$ cat src/rtl/player_cmd_pkg.sv
// player_cmd_pkg: opcodes, direction codes, FSM states and instruction packing for the player command sequencer
package player_cmd_pkg;

    localparam logic [3:0] OP_NOP     = 4'h0;
    localparam logic [3:0] OP_HEAL    = 4'h1;
    localparam logic [3:0] OP_DMG     = 4'h2;
    localparam logic [3:0] OP_ATK_ADD = 4'h3;
    localparam logic [3:0] OP_ATK_SET = 4'h4;
    localparam logic [3:0] OP_MOVE    = 4'h5;
    localparam logic [3:0] OP_HP_SET  = 4'h6;

    localparam logic [1:0] DIR_XN = 2'd0;
    localparam logic [1:0] DIR_YN = 2'd1;
    localparam logic [1:0] DIR_XP = 2'd2;
    localparam logic [1:0] DIR_YP = 2'd3;

    typedef enum logic [1:0] {
        ST_INIT = 2'd0,
        ST_RUN  = 2'd1,
        ST_DEAD = 2'd2
    } state_t;

    function automatic logic [15:0] pack_instr(input logic [3:0] op, input logic [7:0] arg);
        return {op, arg, 4'h0};
    endfunction

    function automatic logic legal_evt_op(input logic [3:0] op);
        return op inside {OP_HEAL, OP_DMG, OP_ATK_ADD, OP_ATK_SET, OP_HP_SET};
    endfunction

endpackage

$ cat src/rtl/player_cmd_sequencer_fifo.sv
// player_cmd_fifo: DEPTH x W synchronous event FIFO with push, pop and flush
module player_cmd_fifo #(
    parameter int DEPTH = 4,
    parameter int W     = 12
) (
    input  logic         clk,
    input  logic         rst_n,
    input  logic         push_i,
    input  logic [W-1:0] din_i,
    input  logic         pop_i,
    input  logic         flush_i,
    output logic [W-1:0] dout_o,
    output logic         full_o,
    output logic         empty_o
);

    localparam int AW = $clog2(DEPTH);

    logic [W-1:0]  mem_q [DEPTH];
    logic [W-1:0]  mem_d [DEPTH];
    logic [AW-1:0] wr_q, wr_d, rd_q, rd_d;
    logic [AW:0]   cnt_q, cnt_d;
    logic          push_ok, pop_ok;

    assign full_o  = cnt_q == (AW+1)'(DEPTH);
    assign empty_o = cnt_q == '0;
    assign dout_o  = mem_q[rd_q];
    assign push_ok = push_i && !full_o;
    assign pop_ok  = pop_i && !empty_o;

    // Pointer/count update; flush wins over a same-cycle push or pop
    always_comb begin
        mem_d = mem_q;
        wr_d  = wr_q;
        rd_d  = rd_q;
        cnt_d = cnt_q;
        if (flush_i) begin
            wr_d  = '0;
            rd_d  = '0;
            cnt_d = '0;
        end else begin
            if (push_ok) begin
                mem_d[wr_q] = din_i;
                wr_d        = wr_q + AW'(1);
            end
            if (pop_ok) rd_d = rd_q + AW'(1);
            cnt_d = cnt_q + (AW+1)'(push_ok) - (AW+1)'(pop_ok);
        end
    end

    // Storage and pointer registers
    always_ff @(posedge clk or negedge rst_n) begin
        if (!rst_n) begin
            for (int i = 0; i < DEPTH; i++) mem_q[i] <= '0;
            wr_q  <= '0;
            rd_q  <= '0;
            cnt_q <= '0;
        end else begin
            mem_q <= mem_d;
            wr_q  <= wr_d;
            rd_q  <= rd_d;
            cnt_q <= cnt_d;
        end
    end

endmodule

$ cat src/rtl/player_cmd_sequencer.sv
// player_cmd_sequencer: merges held movement keys and queued combat events into one instruction per cycle;
// optional invulnerability window enabled by PLAYER_IFRAME_EN
module player_cmd_sequencer
    import player_cmd_pkg::*;
#(
    parameter int DEPTH         = 4,
    parameter int MOVE_DIV      = 16,
    parameter int INIT_HP       = 100,
    parameter int INIT_ATK      = 10,
    parameter int IFRAME_CYCLES = 32
) (
    input  logic        clk,
    input  logic        rst_n,
    input  logic [3:0]  key_i,
    input  logic        evt_valid,
    output logic        evt_ready,
    input  logic [11:0] evt_data,
    input  logic        restart_i,
    input  logic        is_death_i,
    output logic [15:0] instr_o,
    output logic [1:0]  state_o,
    output logic        iframe_o
);

    localparam int TW = $clog2(MOVE_DIV);

    state_t        state_q, state_d;
    logic          step_q, step_d;
    logic [15:0]   instr_q, instr_d;
    logic [TW-1:0] tick_q, tick_d;
    logic          pend_q, pend_d;
    logic [1:0]    rr_q, rr_d;
    logic [1:0]    dir;
    logic [11:0]   head;
    logic          full, empty, push, pop, flush, drop, emit_evt, mv, wrap, any_key;

    assign instr_o   = instr_q;
    assign state_o   = state_q;
    assign evt_ready = (state_q == ST_DEAD) ? 1'b1 : !full;
    assign push      = evt_valid && !full && state_q != ST_DEAD;
    assign flush     = (restart_i && state_q != ST_INIT) || state_q == ST_DEAD;
    assign wrap      = tick_q == TW'(MOVE_DIV - 1);
    assign any_key   = |key_i;

    player_cmd_fifo #(.DEPTH(DEPTH), .W(12)) u_fifo (
        .clk     (clk),
        .rst_n   (rst_n),
        .push_i  (push),
        .din_i   (evt_data),
        .pop_i   (pop),
        .flush_i (flush),
        .dout_o  (head),
        .full_o  (full),
        .empty_o (empty)
    );

`ifdef PLAYER_IFRAME_EN
    localparam int IW = $clog2(IFRAME_CYCLES + 1);
    logic [IW-1:0] ifr_q, ifr_d;

    assign iframe_o = ifr_q != '0;
    assign drop     = iframe_o && head[11:8] == OP_DMG;

    // Invulnerability countdown, reloaded by each forwarded damage event
    always_comb begin
        ifr_d = (state_q == ST_INIT) ? '0 :
                (emit_evt && head[11:8] == OP_DMG) ? IW'(IFRAME_CYCLES) :
                iframe_o ? ifr_q - IW'(1) : ifr_q;
    end

    // Invulnerability counter register
    always_ff @(posedge clk or negedge rst_n) begin
        if (!rst_n) ifr_q <= '0;
        else        ifr_q <= ifr_d;
    end
`else
    logic unused_ifr;
    assign unused_ifr = ^IFRAME_CYCLES;
    assign iframe_o   = 1'b0;
    assign drop       = 1'b0;
`endif

    // Round-robin pick of the first held key at or after the rr pointer
    always_comb begin
        dir = rr_q;
        for (int i = 3; i >= 0; i--) if (key_i[rr_q + 2'(i)]) dir = rr_q + 2'(i);
    end

    // FSM next state and instruction selection
    always_comb begin
        state_d  = state_q;
        step_d   = step_q;
        instr_d  = pack_instr(OP_NOP, 8'h00);
        pop      = 1'b0;
        emit_evt = 1'b0;
        mv       = 1'b0;
        if (state_q == ST_INIT) begin
            if (restart_i) begin
                step_d = 1'b0;
            end else if (!step_q) begin
                instr_d = pack_instr(OP_HP_SET, 8'(INIT_HP));
                step_d  = 1'b1;
            end else begin
                instr_d = pack_instr(OP_ATK_SET, 8'(INIT_ATK));
                step_d  = 1'b0;
                state_d = ST_RUN;
            end
        end else if (restart_i) begin
            state_d = ST_INIT;
            step_d  = 1'b0;
        end else if (state_q == ST_RUN) begin
            state_d  = is_death_i ? ST_DEAD : ST_RUN;
            pop      = !empty;
            emit_evt = !empty && legal_evt_op(head[11:8]) && !drop;
            mv       = !emit_evt && pend_q && any_key;
            instr_d  = emit_evt ? {head, 4'h0} : mv ? pack_instr(OP_MOVE, {6'b0, dir}) : instr_d;
        end
    end

    // Movement tick, pending-move flag and round-robin pointer
    always_comb begin
        tick_d = wrap ? '0 : tick_q + TW'(1);
        pend_d = (state_q == ST_DEAD) ? 1'b0 : wrap ? any_key : mv ? 1'b0 : pend_q;
        rr_d   = mv ? dir + 2'd1 : rr_q;
    end

    // Sequencer state registers
    always_ff @(posedge clk or negedge rst_n) begin
        if (!rst_n) begin
            state_q <= ST_INIT;
            step_q  <= 1'b0;
            instr_q <= '0;
            tick_q  <= '0;
            pend_q  <= 1'b0;
            rr_q    <= 2'd0;
        end else begin
            state_q <= state_d;
            step_q  <= step_d;
            instr_q <= instr_d;
            tick_q  <= tick_d;
            pend_q  <= pend_d;
            rr_q    <= rr_d;
        end
    end

endmodule

$ cat config.mk
export PLATFORM = sky130hd
export DESIGN_NAME = player_cmd_sequencer
export DESIGN_NICKNAME = d
export VERILOG_FILES = /design/src/rtl/player_cmd_pkg.sv /design/src/rtl/player_cmd_sequencer_fifo.sv /design/src/rtl/player_cmd_sequencer.sv
export SDC_FILE = /design/constraint.sdc
export NUM_CORES = 1
export LEC_CHECK = 0
export ABC_AREA = 1
export ABC_CLOCK_PERIOD_IN_PS = 5370
export BUFFER_PORTS_ARGS = -buffer_cell sky130_fd_sc_hd__buf_2
export CAP_MARGIN = 0
export CORE_UTILIZATION = 35
export DETAILED_ROUTE_END_ITERATION = 6
export GPL_TIMING_DRIVEN = 0
export PLACE_DENSITY_LB_ADDON = 0.3
export SYNTH_ARGS = -nofsm -noshare
export SYNTH_HDL_FRONTEND = slang
export SYNTH_HIERARCHICAL = 1
export SYNTH_SLANG_ARGS = --single-unit
$ cat constraint.sdc
create_clock -name clk -period 5.37 [get_ports clk]
set_clock_uncertainty 0.15 [all_clocks]
set_input_delay 0.2685 -clock clk [delete_from_list [all_inputs] [get_ports clk]]
set_output_delay 0.2685 -clock clk [all_outputs]
set_load 0.03 [all_outputs]
### After elaboration in Yosys (flattened, before gate mapping)

Cells that the tools add are included.

* bits in registers: 81
* input port bits: 21
* output and inout port bits: 20
* logic and storage cells: 120

* add/subtract/negate cells: 9
* $lt $le $gt $ge: 7
* equal/unequal tests: 12
* muxes and demuxes: 51
* bitwise operators: 3
* reductions and logical operators: 25

Operators with widths (number)
* two-way mux 16 bit: 4
* bitwise mux 48 bit: 1
* two-way mux 12 bit: 3
* two-way mux 15 bit: 2
* two-way mux 2 bit: 14
* binary-select mux 12 bit (select 2 bit): 1
* demux 12 bit (select 2 bit): 1
* two-way mux 1 bit: 18
* two-way mux 14 bit: 1
* less-than comparator 2 x 3 -> 1 bit, second input constant: 4
* logical AND 1 bit: 9
* adder 2 x 1 -> 2 bit, second input constant: 4
* binary-select mux 1 bit (select 2 bit): 4
* == test 4 x 2 -> 1 bit, second input constant: 2
* == test 4 x 3 -> 1 bit, second input constant: 2
* nonzero test 2 bit: 4
* greater-or-equal comparator 3 bit, second input constant: 2
* != test 2 bit, second input constant: 3
* NOT 2 -> 3 bit: 2
* nonzero test 3 bit: 2
* nonzero test 5 bit: 1
* adder 2 bit, second input constant: 2
* adder 4 x 1 -> 4 bit, second input constant: 1
* == test 4 x 1 -> 1 bit, second input constant: 1
* other kinds (17): 19

### Depth between registers and ports, before layout

Gate-level depths: netlist of run 1.

* depth in word-level cells: 16
* gate-level depth with buffers: 15
* gate-level depth less buffers: 15

### Hierarchy

The synthesis of run 1 kept the hierarchy.

By module, submodules not included
* player_cmd_fifo: times used 1, cells an instance 337, area each 2746.4 um^2, sequential area each 1376.3 um^2
* player_cmd_sequencer: times used 1, cells an instance 164, area each 1261.2 um^2, sequential area each 550.5 um^2

### Least setup slack after synthesis of run 1

No wires, ideal clock.

* path kind: register to register
* start: register state_q[1], in the netlist state_o[1]
* end: register u_fifo.cnt_q[2]
* library setup time: 133 ps
* arrival time: 2267 ps
* required time: 5087 ps
* setup slack: 2821 ps
* cell stages (with the launch flop): 14
* buffers on the path: 0
* clock period less this slack: 2549 ps
* cells stage by stage: dfrtp_1 inv_1 nor2_1 inv_1 nand2_1 nor2_1 nand2_1 ha_1 inv_1 ha_1 inv_1 fa_1 xor2_1 nor2_1

* elaborated cells between the ends (all ways): 16
* classes of those cells: add/sub (2); eq/ne (3); mux (4); reduce/logical (7)

RTL lines
* start: declaration: line player_cmd_sequencer.sv:27 `state_t state_q, state_d;`
* start signal: assignment: line player_cmd_sequencer.sv:137 `state_q <= state_d;`
* != test 2 bit: line player_cmd_sequencer.sv:40 `assign push = evt_valid && !full && state_q != ST_DEAD;`
* logical AND 1 bit: line player_cmd_sequencer.sv:40
* via push: line player_cmd_sequencer.sv:35 `logic full, empty, push, pop, flush, drop, emit_evt, mv, wrap, any_key;`
* logical AND 1 bit: line player_cmd_sequencer_fifo.sv:28 `assign push_ok = push_i && !full_o;`
* adder 3 x 1 -> 3 bit: line player_cmd_sequencer_fifo.sv:47 `cnt_d = cnt_q + (AW+1)'(push_ok) - (AW+1)'(pop_ok);`
* subtractor 3 x 1 -> 3 bit: line player_cmd_sequencer_fifo.sv:47
* two-way mux 3 bit: line player_cmd_sequencer_fifo.sv:37 `if (flush_i) begin`
* via u_fifo.cnt_d[2]: line player_cmd_sequencer_fifo.sv:22 `logic [AW:0] cnt_q, cnt_d;`
* end signal: assignment: line player_cmd_sequencer_fifo.sv:62 `cnt_q <= cnt_d;`
* end: declaration: line player_cmd_sequencer_fifo.sv:22

The timed path passes the listed nets, and every way through them passes these cells.
A chain may end at the register's enable or synchronous reset.

### Worst setup path in the final report of run 1

* start: register u_fifo.cnt_q[1]
* end: register u_fifo.cnt_q[2]

* cells in the longest elaborated chain, start to end: 8
* elaborated cells between the ends (all ways): 14
* classes of those cells: add/sub (2); eq/ne (1); mux (4); reduce/logical (7)

RTL lines
* == test 3 bit: line player_cmd_sequencer_fifo.sv:25 `assign full_o = cnt_q == (AW+1)'(DEPTH);`
* via full: line player_cmd_sequencer.sv:35
* logical NOT 1 bit: line player_cmd_sequencer.sv:40
* logical AND 1 bit (2 in series): line player_cmd_sequencer.sv:40
* via push: line player_cmd_sequencer.sv:35
* logical AND 1 bit: line player_cmd_sequencer_fifo.sv:28
* adder 3 x 1 -> 3 bit: line player_cmd_sequencer_fifo.sv:47
* subtractor 3 x 1 -> 3 bit: line player_cmd_sequencer_fifo.sv:47
* two-way mux 3 bit: line player_cmd_sequencer_fifo.sv:37
* via u_fifo.cnt_d[2]: line player_cmd_sequencer_fifo.sv:22

The timed path passes the listed nets, and every way through them passes these cells.

==> results of run 1 <==
[layout by cell type (no fill, tap or decap), types with 3 or more instances in the layout]
cell	synthesis	final
nand2_1	155	155
dfrtp_1	77	77
nand4_1	53	53
nor2_1	44	44
buf_2	6	40
inv_1	36	36
o21ai_0	29	29
o22ai_1	16	16
nand3_1	13	13
clkbuf_1	13	13
buf_4	10	11
clkbuf_16	0	9
nand2_2	7	7
ha_1	7	7
inv_2	6	6
conb_1	1	6
a21oi_1	4	4
nor3_1	3	3
xor2_1	3	3
[power groups by stage]
stage	Combinational, µW	Clock (µW)	Sequential (µW)
2_1_floorplan	851	0	982
3_3_place_gp	1220	0	935
3_5_place_dp	1240	0	942
4_1_cts	1250	673	935
5_1_grt	1410	698	961
6_report	1270	660	938
[metrics by stage]
stage          cell area, µm²  util, %  instances
2_1_floorplan            4026        -        506
3_3_place_gp             4377    39.85        681
3_5_place_dp             4407    40.12        682
4_1_cts                  4741    43.16        699
5_1_grt                  4741    43.16        699
6_report                 4741    43.16        699
[final timing paths]
| check | to | slack (ns) | cells past startpoint |
|---|---|---|---|
| worst max-delay path | u_fifo/cnt_q[2] | 2.64 | 12 |
| worst min-delay path | state_o[1] | 0.06 | 3 |
| worst max register to register | u_fifo/cnt_q[2] | 2.64 | 12 |
| worst min register to register | u_fifo/mem_q[34] | 0.33 | 2 |
| max in group asynchronous | u_fifo/mem_q[2] | 4.33 | 3 |
| min in group asynchronous | instr_o[4] | 0.17 | 2 |
[registers in the layout, summed over array words and instances, names as in the netlist, 2 cells and up]
signal        flops
tick_q            4
instr_o          12
state_o           2
rr_q              2
u_fifo/mem_q     48
u_fifo/cnt_q      3
u_fifo/wr_q       2
u_fifo/rd_q       2
[layout make-up]
| cell class | count | area, µm² | share of cell area [%] |
|---|---|---|---|
| buffer | 31 | 176.4 | 3.721 |
| clock buffer | 9 | 225.2 | 4.751 |
| clock inverter | 7 | 98.84 | 2.085 |
| inverter | 43 | 166.4 | 3.510 |
| multi-input combinational | 355 | 1757 | 37.05 |
| sequential | 77 | 1927 | 40.64 |
| tap | 140 | 175.2 | 3.695 |
| timing repair buffer | 37 | 215.2 | 4.539 |
[cells by family (layout without fill, tap and decap cells)]
kind of cell | count (synthesis) | after routing
AND/OR/NAND/NOR | 284 | 284
flip-flops | 77 | 77
buffers and inverters | 74 | 127
AO/OA/AOI/OAI | 54 | 54
adder cells (fa/ha/maj) | 8 | 8
XOR/XNOR | 3 | 3
other | 1 | 6
[critical path, delay by kind of cell (launching register included)]
kind / cells / cell delay (ns)
flip-flops: 1 / 0.41
adder cells (fa/ha/maj): 3 / 0.81
AND/OR/NAND/NOR: 5 / 0.87
buffers and inverters: 3 / 0.18
XOR/XNOR: 1 / 0.17
[synthesized netlist by cell type (all sizes together) (2+ instances only)]
cell	number	share of area [%]
nand2	162	16
dfrtp	77	48
nand4	54	8.8
nor2	48	5.0
inv	43	4.2
o21ai	31	4.0
buf	18	3.2
o22ai	16	2.5
nand3	15	2.1
clkbuf	13	1.2
ha	7	2.2
a21oi	5	0.72
nor3	3	0.37
xor2	3	0.66
or2	2	0.37
[repair_timing]
| item | CTS | global route |
|---|---|---|
| gates resized for setup | 0 | 0 |
| endpoints found under the setup margin | 0 | 0 |
| setup buffers | 0 | 0 |
| hold buffers | 1 | 0 |
| hold endpoints to repair | 77 | 0 |
[per-layer routing]
metal  routed length (µm)  vias to the layer above
met5                    0                        -
met4                  175                        0
met3                  633                       17
met2                 5021                      141
met1                 4925                     1767
li1                     -                     1755
==> reports/metrics.cfg, run 1 <==
[yosys]
synth_async_sr_flop_share_pct = 100.0
synth_area_um2 = 4008
syn_area_per_cell_um2 = 7.999
synth_cells = 501
yosys_warnings = 6
yosys.area_share.simple_pct = 32.28
synthDistinctLibCells = 32
dominant_combinational_cell_family_by_area_after_synthesis = simple AND/OR/NAND/NOR gates
synthAdderAreaFrac_pct = 2.685
dominantRegCellSynth = dfrtp_1
synth_edf_count = 0
synth_compound_area_share_pct = 7.649
synth_register_bits = 77
post_synth_xor_area_fraction_pct = 0.6556
yosys-mux-area-fraction_pct = 0
ys_seq_area_share_pct = 48.08

[setup_path]
crit_path_required_time_ns = 5.42
regToRegStartpoint = u_fifo/cnt_q[1]
startpoint_type = register
cp_slowest_cell = dfrtp_1
crit_path_start = u_fifo/cnt_q[1]
cell_by_cell_listing_of_the_critical_path = nor2_1 > nand2_1 > inv_1 > nor2_1 > nand2_1 > ha_1 > inv_1 > ha_1 > inv_1 > fa_1 > xor2_1 > nor2_1
critical_path.max_fanout = 6
worst-setup-path-type = reg -> reg
worstSetupEndpointType = register
worstPathArrival_ns = 2.77
critical_path.max_stage_delay_ns = 0.41

[drt]
routed_wl_mm = 10.76
vias_per_cell = 5.265
route.vias.total = 3680
antenna_left = 0
drt_pass1_iterations = 7
drc = 0
routed_wire_length_per_instance_um = 15.39
initialDrtViolationCount = 376

[power]
power_frac_seq_pct = 32.8
total_power_uw = 2864
internal_pwr_total_uw = 1611
irDropWorstVdd_mv = 0.2596
static-leakage-power_uw = 0.002523
power.share.clock_pct = 23.1
cellPowerDensity_nw_per_um2 = 604.1
combinational_group_share_of_total_power_pct = 44.2
power_switching_uw = 1253
power.switching_fraction_pct = 43.76

[global_route]
globalRouteTotalUtil_pct = 19.50
grt_use_met2_pct = 31.81
grt_use_met1_pct = 25.85
met3_usage_pct = 3.347
grt-ovfl-total = 0
largest_net_degree_at_the_start_of_global_routing = 67
grt_antenna_before_repair = 0
wire_length_of_the_first_global_routing_pass_mm = 17.22
grt_pass1_vias = 3446
busiest_layer = met2

[cts]
cts_sinks = 77
tritoncts = done
tritoncts.num_buffers = 9
clkTransAtPathRegs_ns = 0.06
max-clock-path-buffers = 2
clk_lat_worst_skew_ns = 0.34
ctsHtreeMaxLevel = 3
cts-root-buf = clkbuf_16

[timing]
setup_tns_ns = 0
final_critical_path_time_including_i_o_delays_and_setup_ns = 2.725
finalMaxSlewViolations = 0
final.setup.worst_slack_ns = 2.645
timing.fmax_mhz = 366.9
slew_worst_pin_ns = 0.6334
finalHoldViolations = 0
rsz0062_at_grt = no
period_share_pct = 50.75
timing.final.setup_violations = 0
max-slew-margin-rel_pct = 57.77
hold_slack_ns = 0.06246

[flow_run]
cap_violations = 0

[status]
status = finished, final reports clean

[cells_and_area]
syn2layout_area_growth_pct = 18.30
num-fill-cells = 1102
layout_cells_sized_above_1_pct = 17.17
design.final.nets = 583
inserted_diodes = 0

[worst_hold_path]
min_from = is_death_i
worst_min_delay_path_category = in -> reg

[placed_design]
worst_slack_after_detailed_placement_ns = 2.619
placement.io_buffers = 35
gp_congestion = 0.8856
dpl.hpwl_mm = 7.422

[die]
die-height_um = 109.0
top_level_ports = 41
placement_rows = 38
die-width_um = 109.0
die_area_um2 = 11880
coreArea_um2 = 10980
initial_core_util_pct = 36.49

Note: power is estimated with default switching activity, not from simulation.
==> run 2: changes to the inputs <==
--- a/config.mk
+++ b/config.mk
@@ -6,7 +6,7 @@
 export NUM_CORES = 1
 export LEC_CHECK = 0
 export ABC_AREA = 1
-export ABC_CLOCK_PERIOD_IN_PS = 5370
+export ABC_CLOCK_PERIOD_IN_PS = 2500
 export BUFFER_PORTS_ARGS = -buffer_cell sky130_fd_sc_hd__buf_2
 export CAP_MARGIN = 0
 export CORE_UTILIZATION = 35
==> constraint.sdc (replaced) <==
create_clock -name clk -period 2.5 [get_ports clk]
set_clock_uncertainty 0.15 [all_clocks]
set_input_delay 0.125 -clock clk [delete_from_list [all_inputs] [get_ports clk]]
set_output_delay 0.125 -clock clk [all_outputs]
set_load 0.03 [all_outputs]
==> run 2 against run 1 <==
Final area rose by 5.3%. Sequential share of layout area fell by 2.0 points. Via count rose by 2.2%. Largest power group unchanged.
==> reports/metrics.cfg, run 2 (synthesis results as in run 1) <==
[placed_design]
gp_congestion = 0.9023  ; +1.9%
worst_slack_after_detailed_placement_ns = -0.1276  ; -2.746 ns
dpl.hpwl_mm = 7.388  ; -0.46%
placement.io_buffers = 35  ; unchanged

[cts]
tritoncts.num_buffers = 9  ; unchanged
clkTransAtPathRegs_ns = 0.06  ; about the same
ctsHtreeMaxLevel = 3  ; unchanged
max-clock-path-buffers = 2  ; unchanged
tritoncts = done
cts_sinks = 77  ; unchanged
clk_lat_worst_skew_ns = 0.33  ; about the same
cts-root-buf = clkbuf_16

[timing]
final_critical_path_time_including_i_o_delays_and_setup_ns = 2.413  ; -0.3130 ns
final.setup.worst_slack_ns = 0.08748  ; -2.557 ns
max-slew-margin-rel_pct = 58.93  ; +1.2 points
finalMaxSlewViolations = 0  ; unchanged
hold_slack_ns = 0.02919  ; -0.03327 ns
period_share_pct = 96.50  ; +46 points
slew_worst_pin_ns = 0.6160  ; -0.01734 ns
finalHoldViolations = 0  ; unchanged
timing.final.setup_violations = 0  ; unchanged
timing.fmax_mhz = 414.5  ; +13%

[power]
cellPowerDensity_nw_per_um2 = 1259  ; +110%
irDropWorstVdd_mv = 0.5776  ; +120%
static-leakage-power_uw = 0.002634  ; +4.4%

[cells_and_area]
design.final.nets = 604  ; +3.6%
final_common_cell = nand2_1
syn2layout_area_growth_pct = 24.60
num-fill-cells = 1063  ; -3.5%
inserted_diodes = 0  ; unchanged
largest_register_ff_count = 48  ; unchanged
layout_cells_sized_above_1_pct = 20.00  ; +2.8 points
most-common-layout-cells = nand2_1, dfrtp_1, nand4_1
max_flop_register = u_fifo/mem_q

[global_route]
grt-ovfl-total = 0  ; unchanged
globalRouteTotalUtil_pct = 18.86  ; -0.64 points
largest_net_degree_at_the_start_of_global_routing = 67  ; unchanged
grt_pass1_vias = 3426  ; -0.58%
wire_length_of_the_first_global_routing_pass_mm = 17.11  ; -0.60%
grt_antenna_before_repair = 0  ; unchanged

[setup_path]
crit_path_required_time_ns = 2.54  ; -2.88 ns
worstSetupEndpointType = register
worst-setup-path-type = reg -> reg
worstPathArrival_ns = 2.46  ; -0.31 ns
crit_family = adder cells
cp_slowest_cell = fa_2
regToRegStartpoint = state_o[0]
cell_by_cell_listing_of_the_critical_path = inv_1 > nor2_2 > inv_2 > nor2_4 > inv_2 > nor2_1 > nand2_1 > inv_2 > ha_1 > inv_1 > ha_1 > inv_1 > fa_2 > nor2_1
critical_path_buf_inv_count = 6  ; +3
critical_path.max_stage_delay_ns = 0.51  ; +0.10 ns
r2r_slack_ns = 0.09  ; -2.56 ns
startpoint_type = register
crit_path_start = state_o[0]
critical_path.max_fanout = 3  ; -3

[worst_hold_path]
worst_min_delay_path_category = in -> async

[die]
die_area_um2 = 11880  ; unchanged
placement_rows = 38  ; unchanged
top_level_ports = 41  ; unchanged
die-height_um = 109.0  ; unchanged
initial_core_util_pct = 36.49  ; unchanged
coreArea_um2 = 10980  ; unchanged
die-width_um = 109.0  ; unchanged

[drt]
drc = 0  ; unchanged
initialDrtViolationCount = 411  ; +9.3%
vias_per_cell = 5.224  ; -0.78%
route.vias.total = 3761  ; +2.2%
antenna_left = 0  ; unchanged
routed_wl_mm = 11.00  ; +2.3%
drt_pass1_iterations = 5  ; -2
routed_wire_length_per_instance_um = 15.28  ; -0.69%

[status]
status = finished, final reports clean

[flow_run]
cap_violations = 0  ; unchanged

-- run 2: cell count changes in the layout (fill, tap and decap cells not counted), sizes merged --
cell	previous run	this run
buf	54	59
clkinvlp	1	2
dlygate4sd3	1	16
clkinv	3	1
inv	44	43
clkbuf	22	25
-- run 2: per-layer routing --
| metal | wire [µm] | global-route usage, % | vias up |
|---|---|---|---|
| met3 | 679 | 3.586 | 20 |
| met5 | 0 | 0 | - |
| li1 | - | - | 1791 |
| met4 | 162 | 5.695 | 0 |
| met2 | 5217 | 31.31 | 144 |
| met1 | 4942 | 24.81 | 1806 |
-- run 2: worst paths after layout --
kind,end,cells after the start
max reg2reg,u_fifo/cnt_q[1],14
min reg2reg,u_fifo/mem_q[19],2
min,instr_o[4],2
min in group clk,state_o[0],4
max,u_fifo/cnt_q[1],14
max in group asynchronous,u_fifo/mem_q[42],3
-- run 2: repair_timing --
item                                    4_1_cts  5_1_grt
hold buffers                                 16        0
endpoints found under the setup margin        5       14
gates cloned                                  0        0
pin swaps                                     0        5
resized for setup                             5       14
setup buffers                                 0        7
endpoints found under the hold margin       127        0
-- run 2: stage by stage --
| step | total power, µW | TNS [ns] | instances | instance area (µm²) | utilization [%] |
|---|---|---|---|---|---|
| CTS | 6181 | 0 | 713 | 4905 | 44.66 |
| floorplan | 3940 | 0 | 506 | 4029 | - |
| finish | 6287 | 0 | 720 | 4994 | 45.47 |
| global route | 6700 | -0.03517 | 720 | 4994 | 45.47 |
| global placement | 4626 | -0.1106 | 681 | 4379 | 39.87 |
| detailed placement | 4702 | -0.2017 | 682 | 4409 | 40.15 |
-- run 2: layout make-up --
type / instances / area (µm²) / area share, %
Buffer: 30 / 181.4 / 3.633
Clock buffer: 11 / 242.7 / 4.861
Clock inverter: 5 / 83.83 / 1.679
Inverter: 43 / 166.4 / 3.333
Multi-Input combinational cell: 355 / 1798 / 36.01
Sequential cell: 77 / 1928 / 38.61
Tap cell: 140 / 175.2 / 3.508
Timing Repair Buffer: 59 / 417.9 / 8.369
-- run 2: worst reg2reg max path, stage by stage, from the launching register on --
cell     delay [ns]
dfrtp_1        0.40
inv_1          0.07
nor2_2         0.14
inv_2          0.07
nor2_4         0.13
inv_2          0.07
nor2_1         0.08
nand2_1        0.08
inv_2          0.09
ha_1           0.22
inv_1          0.06
ha_1           0.13
inv_1          0.05
fa_2           0.51
nor2_1         0.04
-- run 2: where the power goes --
part           switching (µW)  total (µW)  internal [µW]  leakage, µW
Combinational            1910        2840            933      0.00148
Sequential                285        2020           1740     0.000997
Clock                     519        1420            904     0.000152
Total                    2710        6290           3580      0.00263
==> run 3: changes to the inputs <==
--- a/config.mk
+++ b/config.mk
@@ -9,7 +9,7 @@
 export ABC_CLOCK_PERIOD_IN_PS = 2500
 export BUFFER_PORTS_ARGS = -buffer_cell sky130_fd_sc_hd__buf_2
 export CAP_MARGIN = 0
-export CORE_UTILIZATION = 35
+export CORE_UTILIZATION = 25
 export DETAILED_ROUTE_END_ITERATION = 6
 export GPL_TIMING_DRIVEN = 0
 export PLACE_DENSITY_LB_ADDON = 0.3
==> run 3 against run 2 <==
Critical path depth decreased by 5. Count of clock-buffer cells in the layout up 1. Largest cell class unchanged. Non-clock buffer count fell by 3. Setup slack gained 0.018 ns. Combinational power about the same. Routed wire length is 3.0% higher. Sequential share of layout area is essentially flat. Highest routed layer unchanged. Hold slack better by 0.0039 ns. Total power decreased by 3.8%. Clock power shrank 15%. Global-route usage shrank 4.4 points.
==> reports/metrics.cfg, run 3 (synthesis results as in run 1) <==
[status]
status = finished, final reports clean

[die]
coreArea_um2 = 15430  ; +40%
initial_core_util_pct = 25.98  ; -11 points
placement_rows = 45  ; +18%
die_area_um2 = 16540  ; +39%
die-height_um = 128.6  ; +18%
die-width_um = 128.6  ; +18%
top_level_ports = 41  ; unchanged

[drt]
vias_per_cell = 4.687  ; -10%
initialDrtViolationCount = 329  ; -20%
drc = 0  ; unchanged
routed_wl_mm = 11.33  ; +3.0%
drt_pass1_iterations = 5  ; unchanged
route.vias.total = 3684  ; -2.0%
routed_wire_length_per_instance_um = 14.42  ; -5.6%
antenna_left = 0  ; unchanged

[timing]
period_share_pct = 95.79  ; -0.71 points
final_critical_path_time_including_i_o_delays_and_setup_ns = 2.395  ; -0.01765 ns
slew_worst_pin_ns = 0.5920  ; -0.02405 ns
timing.fmax_mhz = 417.6  ; +0.74%
setup_tns_ns = 0  ; unchanged
hold_slack_ns = 0.03310  ; +0.003906 ns
timing.final.setup_violations = 0  ; unchanged
finalHoldViolations = 0  ; unchanged
finalMaxSlewViolations = 0  ; unchanged
max-slew-margin-rel_pct = 60.53  ; +1.6 points

[cells_and_area]
syn2layout_area_growth_pct = 24.54  ; about the same
inserted_diodes = 0  ; unchanged
final_util_pct = 32.35  ; -13 points
largest_register_ff_count = 48  ; unchanged
final_common_cell = nand2_1
max_flop_register = u_fifo/mem_q
design.final.nets = 601  ; -0.50%
fin_area_um2 = 4991  ; about the same
num-fill-cells = 1687  ; +59%
layout_cells_sized_above_1_pct = 19.30  ; -0.70 points
most-common-layout-cells = nand2_1, dfrtp_1, nand4_1

[worst_hold_path]
whs_path_depth = 4
worst_min_delay_path_category = in -> reg
whs_endpoint = instr_o[7]
min_from = restart_i

[cts]
clk_lat_worst_skew_ns = 0.33  ; about the same
clkTransAtPathRegs_ns = 0.06  ; about the same
cts-root-buf = clkbuf_16
cts_sinks = 77  ; unchanged
max-clock-path-buffers = 2  ; unchanged
tritoncts.num_buffers = 9  ; unchanged
ctsHtreeMaxLevel = 3  ; unchanged
tritoncts = done

[global_route]
wire_length_of_the_first_global_routing_pass_mm = 18.17  ; +6.2%
largest_net_degree_at_the_start_of_global_routing = 52  ; -22%
grt_pass1_vias = 3553  ; +3.7%
globalRouteTotalUtil_pct = 14.47  ; -4.4 points
grt-ovfl-total = 0  ; unchanged
grt_antenna_before_repair = 0  ; unchanged

[setup_path]
critical_path.max_fanout = 10  ; +7
worst-setup-path-type = reg -> reg
cp_slowest_cell = clkbuf_1
worstSetupEndpointType = register
r2r_cells = 9  ; -5
r2r_slack_ns = 0.11  ; +0.02 ns
startpoint_type = register
worstPathArrival_ns = 2.46  ; about the same
crit-reg2reg-capture = instr_o[14]
regToRegStartpoint = u_fifo/rd_q[1]
crit_path_required_time_ns = 2.56  ; +0.02 ns
critical_path.max_stage_delay_ns = 0.42  ; -0.09 ns
cell_by_cell_listing_of_the_critical_path = clkbuf_1 > o21ai_0 > o22ai_2 > nor3_1 > or2_4 > nand4_4 > inv_2 > nor2_1 > o22ai_1

[flow_run]
cap_violations = 0  ; unchanged

[power]
static-leakage-power_uw = 0.002593  ; -1.6%
total_power_uw = 6048  ; -3.8%
cellPowerDensity_nw_per_um2 = 1212  ; -3.7%
irDropWorstVdd_mv = 0.3583  ; -38%

[placed_design]
placement.io_buffers = 35  ; unchanged
dpl.hpwl_mm = 7.932  ; +7.4%
dpl_cell_area_um2 = 4498  ; +2.0%
gp_congestion = 0.8266  ; -8.4%

## run 3: cell types whose count changed in the layout (fill, tap and decap cells not counted), moves of 2 or more
cell        delta
buf_4          -3
buf_2          +2
bufinv_16      -2
clkbuf_4       -2
clkinv_2       +2
clkinvlp_4     -2
## run 3: cell type report
class                           count  area, µm²  share of cell area [%]
Buffer                             30      175.2                   3.510
Clock buffer                       12      256.5                   5.139
Clock inverter                      2      10.01                  0.2006
Inverter                           43      166.4                   3.334
Multi-Input combinational cell    355       1795                   35.97
Sequential cell                    77       1928                   38.63
Tap cell                          211      264.0                   5.290
Timing Repair Buffer               56      395.4                   7.922
## run 3: worst max path at each step
| stage | end | cells past startpoint | start | slack [ns] |
|---|---|---|---|---|
| 3_3_place_gp | u_fifo/cnt_q[2] | 12 | u_fifo/cnt_q[1] | -0.15 |
| 6_report | instr_o[14] | 9 | u_fifo/rd_q[1] | 0.11 |
| 2_1_floorplan | u_fifo/cnt_q[2] | 15 | state_o[0] | 0.03 |
| 3_5_place_dp | u_fifo/cnt_q[2] | 12 | u_fifo/cnt_q[1] | -0.15 |
| 4_1_cts | instr_o[14] | 11 | u_fifo/rd_q[0] | 0.007 |
| 5_1_grt | u_fifo/cnt_q[1] | 14 | state_o[0] | -0.02 |
## run 3: what timing repair did
item,4_1_cts,5_1_grt
endpoints found under the hold margin,127,0
setup endpoints to repair,5,15
pin swaps,1,3
gates resized for setup,6,9
hold buffers,16,0
buffers inserted,1,3
## run 3: power by group
| group | switching, µW | internal (µW) |
|---|---|---|
| Sequential | 274 | 1740 |
| Clock | 491 | 712 |
| Combinational | 1920 | 907 |
## run 3: worst max-delay path, delay by kind of cell (launching register included)
kind,cells,cell delay (ns)
AO/OA/AOI/OAI,3,0.60
AND/OR/NAND/NOR,4,0.62
flip-flops,1,0.41
buffers and inverters,2,0.49
## run 3: per-stage QoR
step                      instances  setup WS (ns)
after global routing            786       -0.02362
after detailed placement        753        -0.1524
after global placement          752        -0.1509
final                           786         0.1051
after CTS                       784       0.006950
after floorplan                 506        0.03328
## run 3: metal layers
metal / global-route usage [%] / vias to the layer above / wire length (µm)
li1: - / 1786 / -
met2: 23.53 / 103 / 5270
met3: 3.285 / 11 / 566
met5: 0 / - / 0
met4: 4.913 / 0 / 161
met1: 18.95 / 1784 / 5334
